===== src/rtl/song_pkg.sv =====
// song_pkg: state type, note codes, end marker, entry struct and the song table
// shared by song_sequencer and song_rom.
package song_pkg;

    typedef enum logic [1:0] {IDLE, LOAD, PLAY, DONE} state_t;

    localparam int ENT_NOTE_W = 4;
    localparam int ENT_DUR_W  = 4;

    typedef logic [ENT_NOTE_W-1:0] note_t;
    typedef logic [ENT_DUR_W-1:0]  dur_t;

    localparam note_t REST = 4'd0;
    localparam note_t DO   = 4'd1;
    localparam note_t RE   = 4'd2;
    localparam note_t MI   = 4'd3;
    localparam note_t FA   = 4'd4;
    localparam note_t SOL  = 4'd5;
    localparam note_t LA   = 4'd6;
    localparam note_t SI   = 4'd7;
    localparam note_t HDO  = 4'd8;
    localparam note_t HRE  = 4'd9;
    localparam note_t HMI  = 4'd10;
    localparam note_t HFA  = 4'd11;
    localparam note_t HSOL = 4'd12;
    localparam note_t HLA  = 4'd13;
    localparam note_t HSI  = 4'd14;

    localparam dur_t END_MARK = 4'd0;

    typedef struct packed {
        note_t note;
        dur_t  dur;
    } song_entry_t;

    // Anything not listed reads back as an end marker.
    function automatic song_entry_t song_entry(input logic [31:0] song, input logic [31:0] idx);
        song_entry_t e;
        e = '{note: REST, dur: END_MARK};
        case (song)
            0: case (idx)
                0: e = '{note: DO, dur: 4'd2};
                1: e = '{note: MI, dur: 4'd1};
                default: ;
            endcase
            1: if (idx < 16) e = '{note: note_t'((idx % 14) + 1), dur: dur_t'((idx % 2) + 1)};
            3: case (idx)
                0: e = '{note: SOL, dur: 4'd1};
                1: e = '{note: REST, dur: 4'd2};
                2: e = '{note: HDO, dur: 4'd1};
                default: ;
            endcase
            default: ;
        endcase
        return e;
    endfunction

endpackage


===== src/rtl/song_rom.sv =====
// song_rom: synchronous-read song table addressed by {song, index}; contents
// come from song_pkg::song_entry.
module song_rom
    import song_pkg::*;
#(
    parameter int NOTE_W   = 4,
    parameter int DUR_W    = 4,
    parameter int SONG_CNT = 4,
    parameter int SONG_LEN = 16
) (
    input  logic                        clk,
    input  logic [$clog2(SONG_CNT)-1:0] song,
    input  logic [$clog2(SONG_LEN)-1:0] idx,
    output logic [NOTE_W-1:0]           rd_note,
    output logic [DUR_W-1:0]            rd_dur
);

    song_entry_t e;

    always_comb e = song_entry(32'(song), 32'(idx));

    always_ff @(posedge clk) begin
        rd_note <= NOTE_W'(e.note);
        rd_dur  <= DUR_W'(e.dur);
    end

endmodule


===== src/rtl/song_sequencer.sv =====
// song_sequencer: steps through a stored song timing each note in beats, with
// pause/stop and an end-of-song pulse. Define SONG_SEQUENCER_LOOP_EN to repeat the song.
module song_sequencer
    import song_pkg::*;
#(
    parameter int NOTE_W         = 4,
    parameter int DUR_W          = 4,
    parameter int SONG_CNT       = 4,
    parameter int SONG_LEN       = 16,
    parameter int TICKS_PER_BEAT = 25000000
) (
    input  logic                        clk,
    input  logic                        rst_n,
    input  logic [$clog2(SONG_CNT)-1:0] song_select,
    input  logic                        start,
    input  logic                        pause,
    input  logic                        stop,
    output logic [NOTE_W-1:0]           note,
    output logic                        note_valid,
    output logic [$clog2(SONG_LEN)-1:0] note_idx,
    output logic                        busy,
    output logic                        end_of_song
);

    localparam int SW = $clog2(SONG_CNT);
    localparam int IW = $clog2(SONG_LEN);
    localparam int TW = TICKS_PER_BEAT > 1 ? $clog2(TICKS_PER_BEAT) : 1;
    localparam logic [IW-1:0] LAST_IDX  = IW'(SONG_LEN - 1);
    localparam logic [TW-1:0] LAST_TICK = TW'(TICKS_PER_BEAT - 1);

    state_t            state, state_n;
    logic [SW-1:0]     song_q, song_n;
    logic [IW-1:0]     idx, idx_n;
    logic [TW-1:0]     tick, tick_n;
    logic [DUR_W-1:0]  beats, beats_n;
    logic [NOTE_W-1:0] note_q, note_n;
    logic              valid_q, valid_n;
    logic              rom_vld;
    logic [NOTE_W-1:0] rom_note;
    logic [DUR_W-1:0]  rom_dur;
    logic              tick_last;

    // The ROM is addressed with the next index so a following entry is ready
    // during its single LOAD cycle; song_q only settles after start, so the
    // first LOAD of a song waits one extra cycle for rom_vld.
    song_rom #(
        .NOTE_W(NOTE_W),
        .DUR_W(DUR_W),
        .SONG_CNT(SONG_CNT),
        .SONG_LEN(SONG_LEN)
    ) u_rom (
        .clk(clk),
        .song(song_q),
        .idx(idx_n),
        .rd_note(rom_note),
        .rd_dur(rom_dur)
    );

    assign tick_last = tick == LAST_TICK;

    always_comb begin
        state_n = state;
        song_n  = song_q;
        idx_n   = idx;
        tick_n  = tick;
        beats_n = beats;
        note_n  = note_q;
        valid_n = valid_q;
        if (stop) begin
            state_n = IDLE;
            note_n  = '0;
            valid_n = 1'b0;
        end else begin
            case (state)
                IDLE: if (start) begin
                    state_n = LOAD;
                    song_n  = song_select;
                    idx_n   = '0;
                    tick_n  = '0;
                end
                LOAD: if (rom_vld) begin
                    state_n = rom_dur == DUR_W'(END_MARK) ? DONE : PLAY;
                    note_n  = rom_dur == DUR_W'(END_MARK) ? '0 : rom_note;
                    valid_n = rom_dur != DUR_W'(END_MARK);
                    beats_n = rom_dur;
                    tick_n  = '0;
                end
                PLAY: if (!pause) begin
                    tick_n = tick_last ? '0 : tick + 1'b1;
                    if (tick_last) beats_n = beats - 1'b1;
                    if (tick_last && beats == DUR_W'(1)) begin
                        state_n = idx == LAST_IDX ? DONE : LOAD;
                        idx_n   = idx == LAST_IDX ? idx : idx + 1'b1;
                        note_n  = idx == LAST_IDX ? '0 : note_q;
                        valid_n = idx != LAST_IDX;
                    end
                end
                DONE: begin
`ifdef SONG_SEQUENCER_LOOP_EN
                    state_n = LOAD;
                    idx_n   = '0;
`else
                    state_n = IDLE;
`endif
                end
                default: state_n = IDLE;
            endcase
        end
    end

    always_ff @(posedge clk or negedge rst_n) begin
        if (!rst_n) begin
            state   <= IDLE;
            song_q  <= '0;
            idx     <= '0;
            tick    <= '0;
            beats   <= '0;
            note_q  <= '0;
            valid_q <= 1'b0;
            rom_vld <= 1'b0;
        end else begin
            state   <= state_n;
            song_q  <= song_n;
            idx     <= idx_n;
            tick    <= tick_n;
            beats   <= beats_n;
            note_q  <= note_n;
            valid_q <= valid_n;
            rom_vld <= state != IDLE;
        end
    end

    assign note        = note_q;
    assign note_valid  = valid_q && !(pause && state == PLAY);
    assign note_idx    = idx;
    assign busy        = state != IDLE;
    assign end_of_song = state == DONE;

endmodule


===== config.mk =====
export PLATFORM = sky130hd
export DESIGN_NAME = song_sequencer
export DESIGN_NICKNAME = d
export VERILOG_FILES = /design/src/rtl/song_pkg.sv /design/src/rtl/song_rom.sv /design/src/rtl/song_sequencer.sv
export SDC_FILE = /design/constraint.sdc
export NUM_CORES = 1
export LEC_CHECK = 0
export CAP_MARGIN = 20
export CELL_PAD_IN_SITES_DETAIL_PLACEMENT = 2
export CELL_PAD_IN_SITES_GLOBAL_PLACEMENT = 2
export CORE_MARGIN = 8
export CORE_UTILIZATION = 36
export DETAILED_ROUTE_END_ITERATION = 10
export PLACE_DENSITY = 0.78
export SETUP_SLACK_MARGIN = 0.2
export SYNTH_ARGS = -nofsm -noshare
export SYNTH_HDL_FRONTEND = slang
export SYNTH_SLANG_ARGS = --single-unit

===== constraint.sdc =====
create_clock -name clk -period 3.9 [get_ports clk]
set_clock_uncertainty 0.1 [all_clocks]
set_input_delay 0.78 -clock clk [delete_from_list [all_inputs] [get_ports clk]]
set_output_delay 0.78 -clock clk [all_outputs]
set_load 0.02 [all_outputs]

==> results.py <==
metrics = {
    "worst_setup_path": {
        "required_ps": 4050,
        "start_kind": "input pin",
        "crit_slowest_cell": "or4b_1",
        "max_stage_delay_ps": 610,
        "cp-end-kind": "flop",
        "worstPathArrival_ps": 3520,
        "worstPathCellList": "clkdlybuf4s50_1 -> or4b_1 -> nor4_2 -> a41oi_1 -> a211oi_2 -> ha_1 -> inv_1 -> o211ai_1 -> a21o_1 -> nand3_1",
        "reg2regPathDepth": 12,
        "crit_path_max_fanout": 6,
        "critPathKind": "input pin to flop",
    },
    "yosys": {
        "synth_ff_type": "dfrtp_1",
        "synth_top_area_cell": "dfrtp_1",
        "synth_top_area_frac": 0.387,
        "synth-adder-area-share": 0.0270,
        "synth-compound-area-share": 0.166,
        "synth-seq-cells": 49,
        "synth.top_cells.by_count": "dfrtp_1, nand2_1, nor2_1",
        "synth-edff-count": 0,
        "synth_top_family_by_area": "simple AND/OR/NAND/NOR gates",
        "avgSynthCellArea_um2": 8.54,
        "async_reset_ff_frac": 0.878,
        "ys_warn_count": 0,
        "synthSimpleGateAreaFrac": 0.300,
        "synthesis.area_um2": 2780,
        "synth_cell_types": 59,
        "muxShareOfSynthArea": 0.00764,
        "synth_fp_nets": 339,
        "seq_area_frac_synth": 0.430,
        "synth.area.top_cells": "dfrtp_1, nand2_1, nor2_1, nand3_1, dfxtp_1",
        "synthCells": 326,
        "synth_xor_area_frac": 0.0346,
    },
    "sta": {
        "finalSetupViolations": 0,
        "period_minus_slack_ps": 3370,
        "slew_viol_final": 0,
        "finalSetupTns_ps": 0,
        "worstMarginPinSlew_ps": 794,
        "hold_viol_final": 0,
        "finalCritPeriodShare": 0.865,
        "slew_headroom": 0.466,
        "hold_slack_ps": 226,
        "fmaxAchievable_mhz": 296,
        "rsz0062_at_grt": "false",
    },
    "outcome": {
        "status": "complete, no violations",
    },
    "placed_design": {
        "port_buffers": 17,
        "place_hpwl_mm": 6.45,
        "gp_congestion": 0.805,
        "placed_cells_incl_taps": 445,
    },
    "clocking": {
        "clk_pin_slew_ps": 100,
        "cts_tree": "built",
        "cts_resized": 0,
        "numCtsBuffers": 5,
        "cts_setup_buffers": 0,
        "insertion_delay_ps": 310,
        "clockRootBuffer": "clkbuf_8",
        "clockBufferDepth": 2,
        "cts_hold_buffers": 0,
        "clkSinkCount": 49,
        "htreeDepth": 2,
    },
    "detailed_routing": {
        "wire_per_inst_um": 18.6,
        "antenna_left": 0,
        "vias": 2554,
        "viasPerCell": 5.63,
        "drt_iter0_drc": 38,
        "drt_pass1_iterations": 4,
        "drc_errors": 0,
        "routed_wl_mm": 8.43,
    },
    "final_layout": {
        "nets": 364,
        "filler_cell_count": 879,
        "diodes": 0,
        "syn2layout_area_growth_pct": 15.5,
        "drive_above_1_share": 0.0852,
        "final_core_utilization": 0.423,
        "final_cells": 454,
    },
    "job": {
        "drv_cap": 0,
    },
    "global_routing": {
        "grtUsageTotal": 0.162,
        "grt_pass1_vias": 2831,
        "antenna_found_initial": 0,
        "grt_max_degree": 44,
        "grt_overflow_total": 0,
        "grt_pass1_wl_mm": 14.4,
    },
    "power_and_ir_drop": {
        "p_per_area_nw_per_um2": 348,
        "power_leakage_nw": 1.30,
        "ir_worst_vdd_mv": 0.157,
    },
    "floorplan": {
        "start_util": 0.366,
        "die_x_um": 104,
        "io_pins": 18,
        "die-area_um2": 10800,
        "row_count": 32,
        "core_region_area_um2": 7610,
        "die_y_um": 104,
    },
    "worst_hold_path": {
        "min_path_type": "input pin to async pin",
    },
}
## where the power goes
group / total (W) / internal (W) / switching [W]
sequential: 0.000593 / 0.000548 / 0.0000451
combinational: 0.000219 / 0.0000859 / 0.000133
clock: 0.000305 / 0.000127 / 0.000179
total: 0.00112 / 0.000761 / 0.000357
## cells by family (layout without fill, tap and decap cells)
family,count (synthesis),count (layout)
xor gates and xnor gates,11,11
buffers and inverters,26,52
DFF,49,49
adders and majority gates,6,6
AOI/OAI and AO/OA,67,67
and+or+nand+nor,165,165
muxes,2,2
## per-stage QoR
step	power [W]	cell area, um2	worst slack [ps]
floorplan	0.000726	2780	749
global placement	0.000814	3110	245
detailed placement	0.000828	3110	112
CTS	0.00114	3190	429
global route	0.00118	3210	301
finish	0.00112	3210	526
## critical path: cells and delay by family
family                   cells  cell delay, ps
AO/OA/AOI/OAI                4             870
adder cells (fa/ha/maj)      1             320
AND/OR/NAND/NOR              3            1010
buffers and inverters        2             540
## worst paths after layout
| kind | slack [ps] | startpoint | end |
|---|---|---|---|
| max | 530 | pause | u_rom.rd_note[2] |
| min | 230 | rst_n | tick[4] |
| max reg2reg | 590 | tick[0] | u_rom.rd_note[2] |
| min reg2reg | 370 | u_rom.rd_note[0] | note[0] |
| max in group asynchronous | 2980 | rst_n | state[1] |
| min in group clk | 370 | u_rom.rd_note[0] | note[0] |
## cell type report
class | instances | area, um2 | share of cell area
timing repair buffer | 26 | 245 | 0.0763
sequential | 49 | 1200 | 0.372
inverter | 18 | 67.6 | 0.0210
clock buffer | 7 | 76.3 | 0.0237
tap | 102 | 128 | 0.0397
multi-input combinational | 251 | 1500 | 0.466
clock inverter | 1 | 5.00 | 0.00156
## state kept, by name, summed over array words and instances, names as in the netlist
name,flops
song_q,2
note,4
valid_q,1
note_idx,4
u_rom.rd_dur,2
rom_vld,1
tick,25
state,2
u_rom.rd_note,4
beats,4
## metal layers
metal,up-vias,wire length (um),GRT usage
li1,1219,-,-
met2,17,4360,0.294
met1,1313,3820,0.190
met5,-,0,0
met4,0,82,0.0414
met3,5,163,0.0285
## layout by cell type (no fill, tap or decap), types with 2 or more instances in the layout
| master | n |
|---|---|
| clkdlybuf4s50_1 | 16 |
| nand4_1 | 7 |
| nor2_1 | 38 |
| and3_1 | 3 |
| clkbuf_1 | 2 |
| a21o_1 | 2 |
| or4_1 | 2 |
| a32o_1 | 2 |
| nand2_1 | 43 |
| o21ai_0 | 21 |
| xnor2_1 | 5 |
| o31ai_1 | 4 |
| a21oi_1 | 14 |
| ha_1 | 6 |
| o2bb2ai_1 | 2 |
| and2_1 | 4 |
| buf_4 | 8 |
| nor4_1 | 5 |
| or3_1 | 4 |
| dfrtp_1 | 43 |
| dfxtp_1 | 6 |
| inv_1 | 17 |
| nor4b_1 | 2 |
| xor2_1 | 6 |
| nor3_1 | 13 |
| nand3_1 | 27 |
| clkbuf_8 | 5 |
| a22o_1 | 2 |
| o211ai_1 | 3 |
| nor4_2 | 2 |
| nor2b_1 | 4 |
Power figures use the tool's default switching activity.
